File: src/rtl/cache_arb_pkg.sv
// Shared types and constants for the cache request arbiter.
package cache_arb_pkg;

  typedef enum logic [1:0] {
    ST_IDLE  = 2'd0,
    ST_ISSUE = 2'd1,
    ST_WAIT  = 2'd2,
    ST_RESP  = 2'd3
  } arb_state_t;

  localparam logic [7:0] OP_READ  = 8'h52;
  localparam logic [7:0] OP_WRITE = 8'h57;

  typedef logic [1:0] req_vec_t;

endpackage

File: src/rtl/cache_arb_rr.sv
// Combinational two-way round-robin picker: one-hot grant plus grant id.
module cache_arb_rr
  import cache_arb_pkg::*;
(
  input  req_vec_t req_valid,
  input  logic     last_grant,
  output req_vec_t grant,
  output logic     grant_id
);

  // Under contention the requester not granted last wins.
  always_comb begin
    grant    = 2'b00;
    grant_id = 1'b0;
    case (req_valid)
      2'b01: begin
        grant    = 2'b01;
        grant_id = 1'b0;
      end
      2'b10: begin
        grant    = 2'b10;
        grant_id = 1'b1;
      end
      2'b11: begin
        if (last_grant) begin
          grant    = 2'b01;
          grant_id = 1'b0;
        end else begin
          grant    = 2'b10;
          grant_id = 1'b1;
        end
      end
      default: begin
        grant    = 2'b00;
        grant_id = 1'b0;
      end
    endcase
  end

endmodule

File: src/rtl/cache_req_arbiter.sv
// Two-requester front end for the cache engine: arbitrate, issue, wait, respond.
// Optional per-requester grant and abort counters under CACHE_ARB_STATS_EN.
module cache_req_arbiter
  import cache_arb_pkg::*;
#(
  parameter int ADDR_W  = 48,
  parameter int OP_W    = 8,
  parameter int TIMEOUT = 255
) (
  input  logic                 clk,
  input  logic                 reset,
  input  logic [1:0]           req_valid,
  output logic [1:0]           req_ready,
  input  logic [1:0][ADDR_W-1:0] req_addr,
  input  logic [1:0][OP_W-1:0] req_op,
  output logic                 eng_valid,
  output logic [ADDR_W-1:0]    eng_addr,
  output logic [OP_W-1:0]      eng_op,
  input  logic                 eng_done,
  output logic [1:0]           rsp_valid,
  output logic                 rsp_err,
  output logic                 proto_err,
`ifdef CACHE_ARB_STATS_EN
  output logic [11:0]          grant_cnt0,
  output logic [11:0]          grant_cnt1,
  output logic [11:0]          abort_cnt,
`endif
  output logic                 busy
);

  localparam logic [15:0] WD_LAST = 16'(TIMEOUT - 1);
  localparam logic [15:0] WD_MAX  = 16'(TIMEOUT);

  arb_state_t          state_r;
  logic                owner_r;
  logic                last_grant_r;
  logic                ready_en_r;
  logic [15:0]         wd_cnt_r;
  logic                eng_valid_r;
  logic [ADDR_W-1:0]   eng_addr_r;
  logic [OP_W-1:0]     eng_op_r;
  logic [1:0]          rsp_valid_r;
  logic                rsp_err_r;
  logic                proto_err_r;

  req_vec_t            grant_s;
  logic                grant_id_s;
  logic [1:0]          req_ready_s;
  logic                hs_s;
  logic                in_op_ok_s;
  logic                abort_s;

  cache_arb_rr u_rr (
    .req_valid  (req_valid),
    .last_grant (last_grant_r),
    .grant      (grant_s),
    .grant_id   (grant_id_s)
  );

  // ready_en_r keeps req_ready low while reset is held and for the first cycle after it.
  assign req_ready_s = (state_r == ST_IDLE && ready_en_r) ? grant_s : 2'b00;
  assign hs_s        = |(req_valid & req_ready_s);
  assign in_op_ok_s  = (req_op[grant_id_s] == OP_W'(OP_READ)) ||
                       (req_op[grant_id_s] == OP_W'(OP_WRITE));
  assign abort_s     = (state_r == ST_WAIT) && !eng_done && (wd_cnt_r >= WD_LAST);

  // Main FSM with latched request, watchdog and registered response outputs.
  always_ff @(posedge clk or negedge reset) begin
    if (!reset) begin
      state_r      <= ST_IDLE;
      owner_r      <= 1'b0;
      last_grant_r <= 1'b1;
      ready_en_r   <= 1'b0;
      wd_cnt_r     <= 16'd0;
      eng_valid_r  <= 1'b0;
      eng_addr_r   <= '0;
      eng_op_r     <= '0;
      rsp_valid_r  <= 2'b00;
      rsp_err_r    <= 1'b0;
      proto_err_r  <= 1'b0;
    end else begin
      ready_en_r  <= 1'b1;
      eng_valid_r <= 1'b0;
      rsp_valid_r <= 2'b00;
      if (eng_done && state_r != ST_WAIT) begin
        proto_err_r <= 1'b1;
      end
      case (state_r)
        ST_IDLE: begin
          if (hs_s) begin
            eng_addr_r   <= req_addr[grant_id_s];
            eng_op_r     <= req_op[grant_id_s];
            owner_r      <= grant_id_s;
            last_grant_r <= grant_id_s;
            eng_valid_r  <= in_op_ok_s;
            state_r      <= ST_ISSUE;
          end
        end
        ST_ISSUE: begin
          wd_cnt_r <= 16'd0;
          // eng_valid_r is high here exactly when the latched op was legal.
          if (eng_valid_r) begin
            state_r <= ST_WAIT;
          end else begin
            rsp_valid_r <= owner_r ? 2'b10 : 2'b01;
            rsp_err_r   <= 1'b1;
            state_r     <= ST_RESP;
          end
        end
        ST_WAIT: begin
          if (eng_done) begin
            rsp_valid_r <= owner_r ? 2'b10 : 2'b01;
            rsp_err_r   <= 1'b0;
            state_r     <= ST_RESP;
          end else if (abort_s) begin
            wd_cnt_r    <= WD_MAX;
            rsp_valid_r <= owner_r ? 2'b10 : 2'b01;
            rsp_err_r   <= 1'b1;
            state_r     <= ST_RESP;
          end else begin
            wd_cnt_r <= wd_cnt_r + 16'd1;
          end
        end
        ST_RESP: begin
          rsp_err_r <= 1'b0;
          state_r   <= ST_IDLE;
        end
        default: begin
          state_r <= ST_IDLE;
        end
      endcase
    end
  end

`ifdef CACHE_ARB_STATS_EN
  logic [11:0] grant_cnt0_r;
  logic [11:0] grant_cnt1_r;
  logic [11:0] abort_cnt_r;

  // Saturating grant and watchdog-abort counters.
  always_ff @(posedge clk or negedge reset) begin
    if (!reset) begin
      grant_cnt0_r <= 12'd0;
      grant_cnt1_r <= 12'd0;
      abort_cnt_r  <= 12'd0;
    end else begin
      if (hs_s && !grant_id_s && grant_cnt0_r != 12'hFFF) begin
        grant_cnt0_r <= grant_cnt0_r + 12'd1;
      end
      if (hs_s && grant_id_s && grant_cnt1_r != 12'hFFF) begin
        grant_cnt1_r <= grant_cnt1_r + 12'd1;
      end
      if (abort_s && abort_cnt_r != 12'hFFF) begin
        abort_cnt_r <= abort_cnt_r + 12'd1;
      end
    end
  end

  assign grant_cnt0 = grant_cnt0_r;
  assign grant_cnt1 = grant_cnt1_r;
  assign abort_cnt  = abort_cnt_r;
`endif

  assign req_ready = req_ready_s;
  assign eng_valid = eng_valid_r;
  assign eng_addr  = eng_addr_r;
  assign eng_op    = eng_op_r;
  assign rsp_valid = rsp_valid_r;
  assign rsp_err   = rsp_err_r;
  assign proto_err = proto_err_r;
  assign busy      = (state_r != ST_IDLE);

endmodule

File: config.mk
export PLATFORM = sky130hd
export DESIGN_NAME = cache_req_arbiter
export DESIGN_NICKNAME = d
export VERILOG_FILES = /design/src/rtl/cache_arb_pkg.sv /design/src/rtl/cache_arb_rr.sv /design/src/rtl/cache_req_arbiter.sv
export SDC_FILE = /design/constraint.sdc
export NUM_CORES = 1
export LEC_CHECK = 0
export CORE_UTILIZATION = 30
export CTS_CLUSTER_DIAMETER = 100
export CTS_CLUSTER_SIZE = 20
export DETAILED_ROUTE_END_ITERATION = 7
export HOLD_SLACK_MARGIN = 0.06
export PLACE_DENSITY_LB_ADDON = 0.15
export SETUP_SLACK_MARGIN = 0.02
export SYNTH_ARGS = -nofsm -noshare
export SYNTH_HDL_FRONTEND = slang
export SYNTH_SLANG_ARGS = --single-unit
export TNS_END_PERCENT = 10
File: constraint.sdc
create_clock -name clk -period 3.9 [get_ports clk]
set_input_delay 0.78 -clock clk [delete_from_list [all_inputs] [get_ports clk]]
set_output_delay 0.78 -clock clk [all_outputs]
set_load 0.05 [all_outputs]
; ---- Word level (Yosys, flattened, before mapping)
; Cells that the tools add are included.
; W data, S select, Z words.
[op_classes]
shifts = 0
mul = 0
n_eq_ne = 13
div_mod_pow = 0
n_mux = 28
bitwise_logic = 1
n_lt_le_gt_ge = 2
add_sub_neg = 1
n_reduce_logical = 15
[op_table]
columns = operator, n
row1 = $mux W48, 2
row2 = $mux W16, 2
row3 = $pmux W16 S2, 1
row4 = $mux W2, 9
row5 = $add A16 B1 Y16 const B, 1
row6 = $eq A8 B7 Y1 const B, 2
row7 = $ge A16 B8 Y1 const B, 1
row8 = $mux W8, 2
row9 = $eq A2 B2 Y1 const B, 4
row10 = $ne A2 B2 Y1 const B, 4
row11 = $pmux W2 S4, 1
row12 = $mux W1, 7
row13 = $pmux W2 S3, 1
row14 = $reduce_and A2 Y1, 3
row15 = $eq A2 B1 Y1 const B, 2
row16 = $logic_and A1 B1 Y1, 4
row17 = $pmux W2 S2, 1
row18 = $reduce_bool A2 Y1, 2
row19 = $ne A3 B3 Y1 const B, 1
row20 = $pmux W1 S3, 1
row21 = $reduce_and A3 Y1, 1
row22 = $reduce_bool A3 Y1, 1
row23 = $and A2 B2 Y2, 1
row24 = $logic_not A2 Y1, 1
row25 = other kinds (5), 5
[totals]
output_inout_bits = 64
reg_bits = 82
inputBits = 117
rom_bits = 0
wordCells = 71
latchBits = 0
n_memories = 0
ram_bits = 0

; ---- Logic depth before layout (Yosys ltp)
; Gate-level depths: netlist (run 1).
[depth]
word_depth = 8
mapped_depth = 8

; ---- Hierarchy
; Synthesis (run 1) repeated with hierarchy kept, for this count alone.
[unflattened]
cells_unflattened = 380
hier_area_um2 = 3992.6
[by_module_without_submodules]
columns = module, area_each_um2, seq_area_each_um2, cells_per_inst, n_inst
row1 = cache_req_arbiter, 3966.3, 2053.2, 376, 1
row2 = cache_arb_rr, 26.3, 0.0, 4, 1

; ---- Worst setup path before layout (run 1)
; Ideal clock, no wire load.
[synth_path]
path_type = register -> output
start = register state_r[0]
end = output req_ready[0]
n_path_buf = 0
t_arrival_ns = 1.691
setup_slack_ns = 1.429
stages_incl_launch_ff = 6
cell_sequence = dfrtp_1 > inv_1 > ha_1 > and2_1 > nand2_1 > a21oi_1
[synth_via]
elab_chain_cells = 3
[synth_rtl]
columns = item, line_no
row1 = from (decl), cache_req_arbiter.sv:34  ; arb_state_t state_r;
row2 = from (signal assigned), cache_req_arbiter.sv:70  ; state_r <= ST_IDLE;
row3 = from (signal assigned), cache_req_arbiter.sv:96  ; state_r <= ST_ISSUE;
row4 = from (signal assigned), cache_req_arbiter.sv:103  ; state_r <= ST_WAIT;
row5 = $logic_not A2 Y1, cache_req_arbiter.sv:61  ; assign req_ready_s = (state_r == ST_IDLE && ready_en_r) ? grant_s : 2'b00;
row6 = $logic_and A1 B1 Y1, cache_req_arbiter.sv:61
row7 = $mux W2, cache_req_arbiter.sv:61
row8 = to (decl), cache_req_arbiter.sv:13  ; output logic [1:0] req_ready,
; No other way between the ends.

; ---- Worst setup path in the final report (run 1)
[layout_path]
start = input req_valid[0]
end = output req_ready[0]
[layout_via]
elab_chain_cells = 3
elab_cells_between_ends = 5
[layout_rtl]
columns = item, line_no
row1 = from (decl), cache_req_arbiter.sv:12  ; input logic [1:0] req_valid,
row2 = $eq A2 B2 Y1 or $eq A2 B1 Y1 (tied branches), cache_arb_rr.sv:15  ; case (req_valid)
row3 = $pmux W2 S3 *, cache_arb_rr.sv:15
row4 = $mux W2 *, cache_req_arbiter.sv:61
; Mark *: on every way between the ends. The rest lies on a longest branch, timed or not.

==> results.py, run 1 <==
metrics = {
    "logic_synthesis": {
        "syn_area_um2": 3990,
        "syn_nets": 511,
        "synthArstFlopShare": 1.00,
        "synth_ff_type": "dfrtp_1",
        "ys_ff_latch": 82,
        "avgSynthCellArea_um2": 10.3,
        "synth_edf_count": 0,
        "ys_warn_count": 0,
        "seq_area_frac_synth": 0.515,
        "netlist_instances": 387,
        "ys_types": 51,
    },
    "clock_tree": {
        "htreeDepth": 3,
        "worstSkewPairLatency_ns": 0.34,
        "clock_sinks": 82,
        "ctsHoldBuffers": 0,
        "cts_tree": "done",
        "numCtsBuffers": 9,
        "clockBufferDepth": 2,
        "path_clk_slew_ns": 0.06,
        "post_cts_resized": 0,
        "postCtsSetupBuffers": 0,
        "cts-root-buf": "clkbuf_16",
    },
    "critical_path": {
        "critPathArrivalTime_ns": 2.57,
        "crit_fanout": 5,
        "crit_chain": "clkdlybuf4s50_1 -> nand2_1 -> a21oi_1 -> clkdlybuf4s50_1",
        "reg2reg_depth": 5,
        "crit-reg2reg-launch": "state_r[0]",
        "r2r_setup_slack_ns": 1.75,
        "critPathLaunchType": "primary input",
        "crit_path_max_incr_delay_ns": 0.85,
        "endpoint_kind": "primary output",
        "worst_path_most_repeated_cell": "clkdlybuf4s50_1",
        "path_class": "primary input to primary output",
        "critPathLaunch": "req_valid[0]",
        "cpMaxStageDelayCell": "clkdlybuf4s50_1",
        "critical_path_required_ns": 3.12,
    },
    "drt": {
        "firstDrtPassIters": 4,
        "wl_um": 11000,
        "drc_errors": 0,
        "vias_per_cell": 4.62,
        "vias": 3413,
        "wl_per_cell_um": 14.9,
        "drt_iter0_drc": 139,
        "final_antenna_net_count": 0,
    },
    "cells_and_area": {
        "drive_above_1_share": 0.0636,
        "final-seq-area_um2": 2050,
        "diodes": 0,
        "area_growth_pct": 56.9,
        "utilization": 0.490,
        "multi_input_area_um2": 1780,
        "fill_cells": 1237,
        "layout.nets": 686,
    },
    "power_and_ir_drop": {
        "powerDensity_nw_per_um2": 743,
        "p_switching_uw": 2140,
        "power_frac_comb": 0.532,
        "seqPwrFrac": 0.290,
        "power_frac_clock": 0.179,
        "p_int_uw": 2510,
        "switching_share": 0.460,
        "total_power_uw": 4650,
        "vdd_ir_drop_max_mv": 0.344,
        "power_leakage_uw": 0.00273,
    },
    "floorplanning": {
        "row_count": 41,
        "dieWidth_um": 117,
        "die_area_um2": 13800,
        "die_y_um": 117,
        "io_pins": 181,
        "start_util": 0.312,
        "core-area_um2": 12800,
    },
    "global_route": {
        "grt_pass1_vias": 3343,
        "grt-ovfl-total": 0,
        "grt_use_total": 0.168,
        "grt_max_degree": 61,
        "antenna_found_initial": 0,
        "grt_pass1_wl_um": 16900,
    },
    "placement": {
        "hpwl_um": 8310,
        "portBuffers": 180,
        "place_ws_ns": 0.556,
        "gp_congestion": 0.750,
    },
    "sta": {
        "fin_crit_ns": 3.35,
        "clock.fmax_mhz": 299,
        "hold_viol": 0,
        "finalCritPeriodShare": 0.859,
        "fin_ws_ns": 0.550,
        "report.final.slew_viol_count": 0,
        "finalSetupViolCount": 0,
        "tns_ns": 0,
        "tightest_slew_ns": 0.695,
        "rsz0062_at_grt": "false",
        "clock_skew_ns": 0.00485,
        "max_slew_margin": 0.536,
    },
    "job": {
        "drv_cap": 0,
    },
    "outcome": {
        "outcome": "completed",
    },
    "hold_path": {
        "holdCritPathClass": "primary input to asynchronous set/reset pin",
    },
}
[cells by family after synthesis]
logic type,after synthesis,synth area share
simple gates,104,0.121
fa+ha+maj,7,0.0220
xor+xnor,2,0.00439
mux,56,0.141
compound gates,102,0.152
buf+inv,33,0.0436
flops,82,0.515
other cells,1,0.000940
[per-stage QoR]
| step | hold WS (ns) | cell area (um2) | cells |
|---|---|---|---|
| 2_1_floorplan | 0.431 | 3990 | 387 |
| 3_3_place_gp | 0.440 | 5970 | 723 |
| 3_5_place_dp | 0.448 | 5970 | 723 |
| 4_1_cts | 0.336 | 6260 | 738 |
| 5_1_grt | 0.347 | 6260 | 738 |
| 6_report | 0.339 | 6260 | 738 |
[final timing paths]
| check | endpoint |
|---|---|
| max in group asynchronous | eng_addr[46] |
| min | wd_cnt_r[2] |
| min in group clk | proto_err |
| max reg2reg | state_r[1] |
| max | req_ready[0] |
| min reg2reg | proto_err |
[cell type report]
type / count / share of cell area
multi-input cells: 272 / 0.285
repair buffers: 186 / 0.300
flip-flops and latches: 82 / 0.328
well taps: 172 / 0.0344
inverters: 11 / 0.00660
clock buffers: 9 / 0.0360
clock inverters: 6 / 0.00940
[placed cells by master, fill, tap and decap left out, drive strengths merged, types with 3 or more instances in the layout]
cell / Yosys / routed
dfrtp: 81 / 81
nor3: 7 / 7
a21oi: 11 / 11
buf: 16 / 8
a22o: 6 / 6
nor2: 6 / 6
clkbuf: 6 / 9
nand3: 5 / 5
o21ai: 65 / 65
and3: 5 / 5
a21o: 3 / 3
ha: 7 / 7
nor4: 3 / 3
nand2: 65 / 65
mux2i: 55 / 55
clkdlybuf4s50: 0 / 178
nor2b: 3 / 3
inv: 11 / 11
clkinv: 0 / 5
[registers in the layout (all words and copies together), names as in the netlist, 2 cells and up]
signal	cells
eng_addr	48
eng_op	8
rsp_valid	2
state_r	2
wd_cnt_r	16
[critical path, delay by kind of cell]
| family | cells | cell delay (ns) |
|---|---|---|
| buf+inv | 2 | 1.48 |
| compound gates | 1 | 0.20 |
| simple gates | 1 | 0.10 |
[routing by layer]
layer / vias up / track usage / wire length (um)
li1: 1713 / - / -
met1: 1581 / 0.183 / 4380
met2: 108 / 0.277 / 5420
met3: 11 / 0.0839 / 1030
met4: 0 / 0.0658 / 173
met5: - / 0 / 0
[power by group through the flow]
stage / logic, uW / registers (uW) / clock network [uW]
after floorplan: 651 / 2280 / 0
after global placement: 2480 / 1340 / 0
after detailed placement: 2500 / 1350 / 0
after CTS: 2500 / 1350 / 861
after global routing: 2640 / 1390 / 892
final: 2470 / 1350 / 830
[synthesized netlist by cell type (2+ instances only)]
master     n  area share
nor3_1     7      0.0088
mux2i_1   55        0.14
buf_6      3      0.0085
o21ai_0   56       0.070
clkbuf_1   5      0.0047
xor2_1     2      0.0044
a21o_1     2      0.0038
nor2_1     6      0.0056
inv_1     11       0.010
ha_1       7       0.022
nand4b_1   2      0.0044
a21oi_2    2      0.0044
nand2b_1   2      0.0031
o21ai_1    9       0.011
a41oi_1    2      0.0044
buf_2      9       0.011
nor4_2     2      0.0063
nand4_1    2      0.0031
dfrtp_1   81        0.51
and3_1     5      0.0078
nand2_1   64       0.060
buf_4      4      0.0075
a22o_1     6       0.013
nand3_1    5      0.0063
nor2b_1    3      0.0047
a21oi_1    9       0.011
and2_1     2      0.0031
Power figures use the tool's default switching activity.
==> inputs of run 2 (changes only) <==
--- a/config.mk
+++ b/config.mk
@@ -7,7 +7,7 @@
 export LEC_CHECK = 0
 export CORE_UTILIZATION = 30
 export CTS_CLUSTER_DIAMETER = 100
-export CTS_CLUSTER_SIZE = 20
+export CTS_CLUSTER_SIZE = 24
 export DETAILED_ROUTE_END_ITERATION = 7
 export HOLD_SLACK_MARGIN = 0.06
 export PLACE_DENSITY_LB_ADDON = 0.15
==> constraint.sdc (replaced) <==
create_clock -name clk -period 2.7 [get_ports clk]
set_input_delay 0.54 -clock clk [delete_from_list [all_inputs] [get_ports clk]]
set_output_delay 0.54 -clock clk [all_outputs]
set_load 0.05 [all_outputs]
==> run 2 against run 1 <==
Combinational power increased by 47%. Critical path depth unchanged. Via count increased by 1.0%. Largest power group unchanged. Register-to-register slack got worse by 0.96 ns. Clock skew increased by 0.0016 ns. Hold slack got worse by 0.17 ns. Flip-flop and latch count unchanged. Global-route usage increased by 0.53 points. Setup slack got worse by 0.35 ns. Sequential power increased by 44%. Clock-buffer cell count increased by 5. Critical endpoint is now busy. Final area increased by 1.9%.
==> results.py, run 2 (synthesized netlist as in run 1, its figures left out) <==
metrics = {
    "outcome": {
        "outcome": "completed",
    },
    "critical_path": {
        "critical_path_required_ns": 2.16,
        "r2r_setup_slack_ns": 0.79,
        "crit_fanout": 5,
        "critPathLaunch": "state_r[1]",
        "worst_path_most_repeated_cell": "inv_1",
        "crit-reg2reg-launch": "wd_cnt_r[0]",
        "cpMaxStageDelayCell": "clkdlybuf4s50_1",
        "endpoint_kind": "primary output",
        "r2r_end": "state_r[1]",
        "reg2reg_depth": 6,
        "crit_chain": "inv_1 -> ha_1 -> inv_1 -> clkdlybuf4s50_1",
        "path_class": "flip-flop to primary output",
        "critPathTopFamily": "buffers and inverters",
        "critPathLaunchType": "flip-flop",
        "critPathBufInv": 3,
        "crit_path_max_incr_delay_ns": 0.80,
        "critPathArrivalTime_ns": 1.96,
    },
    "floorplanning": {
        "dieWidth_um": 117,
        "die_area_um2": 13800,
        "die_y_um": 117,
        "io_pins": 181,
        "core-area_um2": 12800,
        "row_count": 41,
        "start_util": 0.312,
    },
    "drt": {
        "vias": 3448,
        "vias_per_cell": 4.62,
        "drc_errors": 0,
        "drt_iter0_drc": 137,
        "firstDrtPassIters": 4,
        "wl_um": 11200,
        "final_antenna_net_count": 0,
        "wl_per_cell_um": 14.9,
    },
    "power_and_ir_drop": {
        "vdd_ir_drop_max_mv": 0.569,
        "powerDensity_nw_per_um2": 1060,
        "power_leakage_uw": 0.00279,
    },
    "global_route": {
        "grt_pass1_wl_um": 17700,
        "grt_use_total": 0.173,
        "antenna_found_initial": 0,
        "grt_max_degree": 38,
        "grt_pass1_vias": 3534,
        "grt-ovfl-total": 0,
    },
    "clock_tree": {
        "clockBufferDepth": 2,
        "worstSkewPairLatency_ns": 0.34,
        "post_cts_resized": 0,
        "path_clk_slew_ns": 0.06,
        "cts_tree": "done",
        "cts-root-buf": "clkbuf_16",
        "clock_sinks": 82,
        "postCtsSetupBuffers": 0,
        "ctsHoldBuffers": 0,
        "numCtsBuffers": 9,
        "htreeDepth": 3,
    },
    "sta": {
        "hold_viol": 0,
        "clock.fmax_mhz": 401,
        "tightest_slew_ns": 0.601,
        "max_slew_margin": 0.598,
        "fin_ws_ns": 0.204,
        "clock_skew_ns": 0.00641,
        "finalSetupViolCount": 0,
        "finalCritPeriodShare": 0.924,
        "rsz0062_at_grt": "false",
        "report.final.slew_viol_count": 0,
        "fin_crit_ns": 2.50,
        "tns_ns": 0,
    },
    "placement": {
        "place_area_um2": 6090,
        "hpwl_um": 8530,
        "portBuffers": 180,
        "place_ws_ns": 0.338,
        "gp_congestion": 0.782,
    },
    "cells_and_area": {
        "final_common_cell": "clkdlybuf4s50_1",
        "largest_register_ffs": 48,
        "drive_above_1_share": 0.0765,
        "diodes": 0,
        "layout.nets": 694,
        "final_cell_mix": "clkdlybuf4s50_1, dfrtp_1, nand2_1, mux2i_1, o21ai_0",
        "final_cell_area_um2": 6380,
        "area_growth_pct": 59.9,
    },
    "hold_path": {
        "holdCritPathClass": "primary input to asynchronous set/reset pin",
    },
    "job": {
        "drv_cap": 0,
    },
}
## run 2: cell types whose count changed in the layout (fill, tap and decap cells not counted)
cell             before  now
buf_12                3    8
buf_4                 5    9
clkbuf_8              0    3
clkbuf_1              0    2
clkinv_2              4    2
bufinv_16             1    0
clkdlybuf4s50_1     178  177
clkinv_4              1    0
## run 2: worst max-delay path by stage
| stage | cells past startpoint | endpoint | slack, ns |
|---|---|---|---|
| finish | 4 | busy | 0.20 |
| global route | 6 | req_ready[0] | 0.07 |
| floorplan | 5 | req_ready[0] | 0.47 |
| detailed placement | 6 | eng_addr[0] | 0.34 |
| global placement | 6 | eng_addr[0] | 0.37 |
| CTS | 4 | busy | 0.20 |
## run 2: routing by layer
| layer | global-route usage | vias to the layer above | wire, um |
|---|---|---|---|
| met5 | 0 | - | 0 |
| met4 | 0.0743 | 0 | 151 |
| met3 | 0.0757 | 9 | 959 |
| met2 | 0.281 | 107 | 5410 |
| met1 | 0.198 | 1605 | 4630 |
| li1 | - | 1727 | - |
## run 2: area by class of cell
| type | count | area (um2) |
|---|---|---|
| fillers | 1212 | 6400 |
| flip-flops and latches | 82 | 2050 |
| repair buffers | 194 | 2000 |
| multi-input cells | 272 | 1780 |
| clock buffers | 14 | 274 |
| well taps | 172 | 215 |
| inverters | 11 | 41.3 |
| clock inverters | 2 | 10.0 |
## run 2: per-stage QoR
step | hold slack, ns | power (uW) | cells | util
2_1_floorplan | 0.244 | 4240 | 387 | -
3_3_place_gp | 0.440 | 5590 | 731 | 0.477
3_5_place_dp | 0.452 | 5620 | 731 | 0.477
4_1_cts | 0.177 | 6840 | 747 | 0.499
5_1_grt | 0.195 | 7150 | 747 | 0.499
6_report | 0.174 | 6760 | 747 | 0.499
## run 2: power by group
group | switching [uW] | internal [uW] | total (uW)
clock network | 479 | 696 | 1170
logic | 2340 | 1300 | 3640
registers | 270 | 1680 | 1950
total | 3090 | 3670 | 6760
==> inputs of run 3 (changes only) <==
--- a/config.mk
+++ b/config.mk
@@ -11,7 +11,9 @@
 export DETAILED_ROUTE_END_ITERATION = 7
 export HOLD_SLACK_MARGIN = 0.06
 export PLACE_DENSITY_LB_ADDON = 0.15
+export REMOVE_ABC_BUFFERS = 1
 export SETUP_SLACK_MARGIN = 0.02
+export SLEW_MARGIN = 20
 export SYNTH_ARGS = -nofsm -noshare
 export SYNTH_HDL_FRONTEND = slang
 export SYNTH_SLANG_ARGS = --single-unit
==> run 3 against run 2 <==
Sequential power barely moved. First-iteration DRC count fell by 2.2%. Register-to-register slack got worse by 0.18 ns. Via count fell by 1.0%. Largest cell class unchanged. Highest routed layer unchanged.
==> results.py, run 3 (synthesized netlist as in run 1, its figures left out) <==
metrics = {
    "drt": {
        "wl_um": 11000,
        "drc_errors": 0,
        "final_antenna_net_count": 0,
        "drt_iter0_drc": 134,
        "firstDrtPassIters": 4,
        "vias": 3412,
        "vias_per_cell": 4.58,
        "wl_per_cell_um": 14.7,
    },
    "global_route": {
        "grt_use_total": 0.173,
        "grt_pass1_wl_um": 17800,
        "grt_pass1_vias": 3599,
        "grt-ovfl-total": 0,
        "antenna_found_initial": 0,
        "grt_max_degree": 39,
    },
    "critical_path": {
        "critical_path_required_ns": 2.16,
        "crit-reg2reg-launch": "state_r[0]",
        "r2r_setup_slack_ns": 0.61,
        "endpoint_kind": "primary output",
        "critPathArrivalTime_ns": 1.94,
        "reg2reg_depth": 5,
        "critPathLaunchType": "flip-flop",
        "crit_fanout": 5,
        "path_class": "flip-flop to primary output",
        "r2r_end": "state_r[1]",
    },
    "sta": {
        "fin_crit_ns": 2.48,
        "tightest_slew_ns": 0.685,
        "max_slew_margin": 0.543,
        "finalCritPeriodShare": 0.920,
        "clock_skew_ns": 0.00955,
        "finalSetupViolCount": 0,
        "hold_viol": 0,
        "report.final.slew_viol_count": 0,
        "clock.fmax_mhz": 402,
        "rsz0062_at_grt": "false",
        "hold_ws_ns": 0.177,
    },
    "power_and_ir_drop": {
        "powerDensity_nw_per_um2": 1070,
        "total_power_uw": 6800,
        "power_leakage_uw": 0.00279,
        "vdd_ir_drop_max_mv": 0.617,
    },
    "floorplanning": {
        "core-area_um2": 12800,
        "dieWidth_um": 117,
        "start_util": 0.312,
        "row_count": 41,
        "io_pins": 181,
        "die_y_um": 117,
        "die_area_um2": 13800,
    },
    "cells_and_area": {
        "final_cell_mix": "clkdlybuf4s50_1, dfrtp_1, nand2_1, mux2i_1, o21ai_0",
        "final-instance-count-excl-fill": 745,
        "layout.nets": 692,
        "drive_above_1_share": 0.0768,
        "area_growth_pct": 60.0,
        "diodes": 0,
        "final_common_cell": "clkdlybuf4s50_1",
        "largest_register_ffs": 48,
    },
    "outcome": {
        "outcome": "completed",
    },
    "placement": {
        "portBuffers": 180,
        "dp.cells": 729,
        "gp_congestion": 0.753,
        "hpwl_um": 8370,
    },
    "clock_tree": {
        "cts_tree": "done",
        "clockBufferDepth": 2,
        "clock_sinks": 82,
        "ctsHoldBuffers": 0,
        "numCtsBuffers": 9,
        "htreeDepth": 3,
        "worstSkewPairLatency_ns": 0.34,
        "cts-root-buf": "clkbuf_16",
        "postCtsSetupBuffers": 0,
        "post_cts_resized": 0,
        "path_clk_slew_ns": 0.06,
    },
    "hold_path": {
        "holdCritPathClass": "primary input to asynchronous set/reset pin",
    },
    "job": {
        "drv_cap": 0,
    },
}
## run 3: cell count changes in the layout (fill, tap and decap cells not counted), sizes merged
cell	before	now
buf	17	15
clkinvlp	0	2
bufinv	0	1
clkbuf	14	10
inv	11	12
## run 3: where the power goes
part	internal (uW)	switching, uW	leakage [uW]	total (uW)
clock	741	500	0.000145	1240
combinational	1290	2320	0.00160	3610
sequential	1680	274	0.00104	1950
## run 3: area by class of cell
| type | count | area [um2] |
|---|---|---|
| Clock inverter | 6 | 63.8 |
| Fill cell | 1201 | 6390 |
| Clock buffer | 10 | 239 |
| Timing Repair Buffer | 192 | 1980 |
| Sequential cell | 82 | 2050 |
| Multi-Input combinational cell | 272 | 1780 |
| Tap cell | 172 | 215 |
| Inverter | 11 | 41.3 |
## run 3: routing by layer
| metal | wire length (um) | up-vias | global-route usage |
|---|---|---|---|
| met4 | 146 | 0 | 0.0608 |
| met3 | 1030 | 12 | 0.0783 |
| met2 | 5430 | 112 | 0.296 |
| li1 | - | 1719 | - |
| met5 | 0 | - | 0 |
| met1 | 4360 | 1569 | 0.190 |
## run 3: per-stage QoR
stage | TNS, ns | area [um2] | setup WS [ns] | util
3_3_place_gp | 0 | 6080 | 0.415 | 0.476
2_1_floorplan | -215.72 | 3850 | -3.76 | -
6_report | 0 | 6380 | 0.215 | 0.499
4_1_cts | 0 | 6380 | 0.187 | 0.499
3_5_place_dp | 0 | 6080 | 0.362 | 0.476
5_1_grt | 0 | 6380 | 0.114 | 0.499
## run 3: worst max-delay path by stage
stage / from / slack (ns) / endpoint
finish: state_r[0] / 0.22 / busy
global route: state_r[0] / 0.11 / busy
CTS: state_r[0] / 0.19 / busy
detailed placement: req_valid[1] / 0.36 / eng_addr[21]
global placement: req_valid[1] / 0.42 / eng_addr[1]
floorplan: req_valid[1] / -3.76 / eng_op[3]
## run 3: worst max-delay path, stage by stage, from the launching register on
cell	delay, ns
dfrtp_1	0.38
inv_1	0.11
ha_1	0.23
inv_1	0.08
clkdlybuf4s50_1	0.81
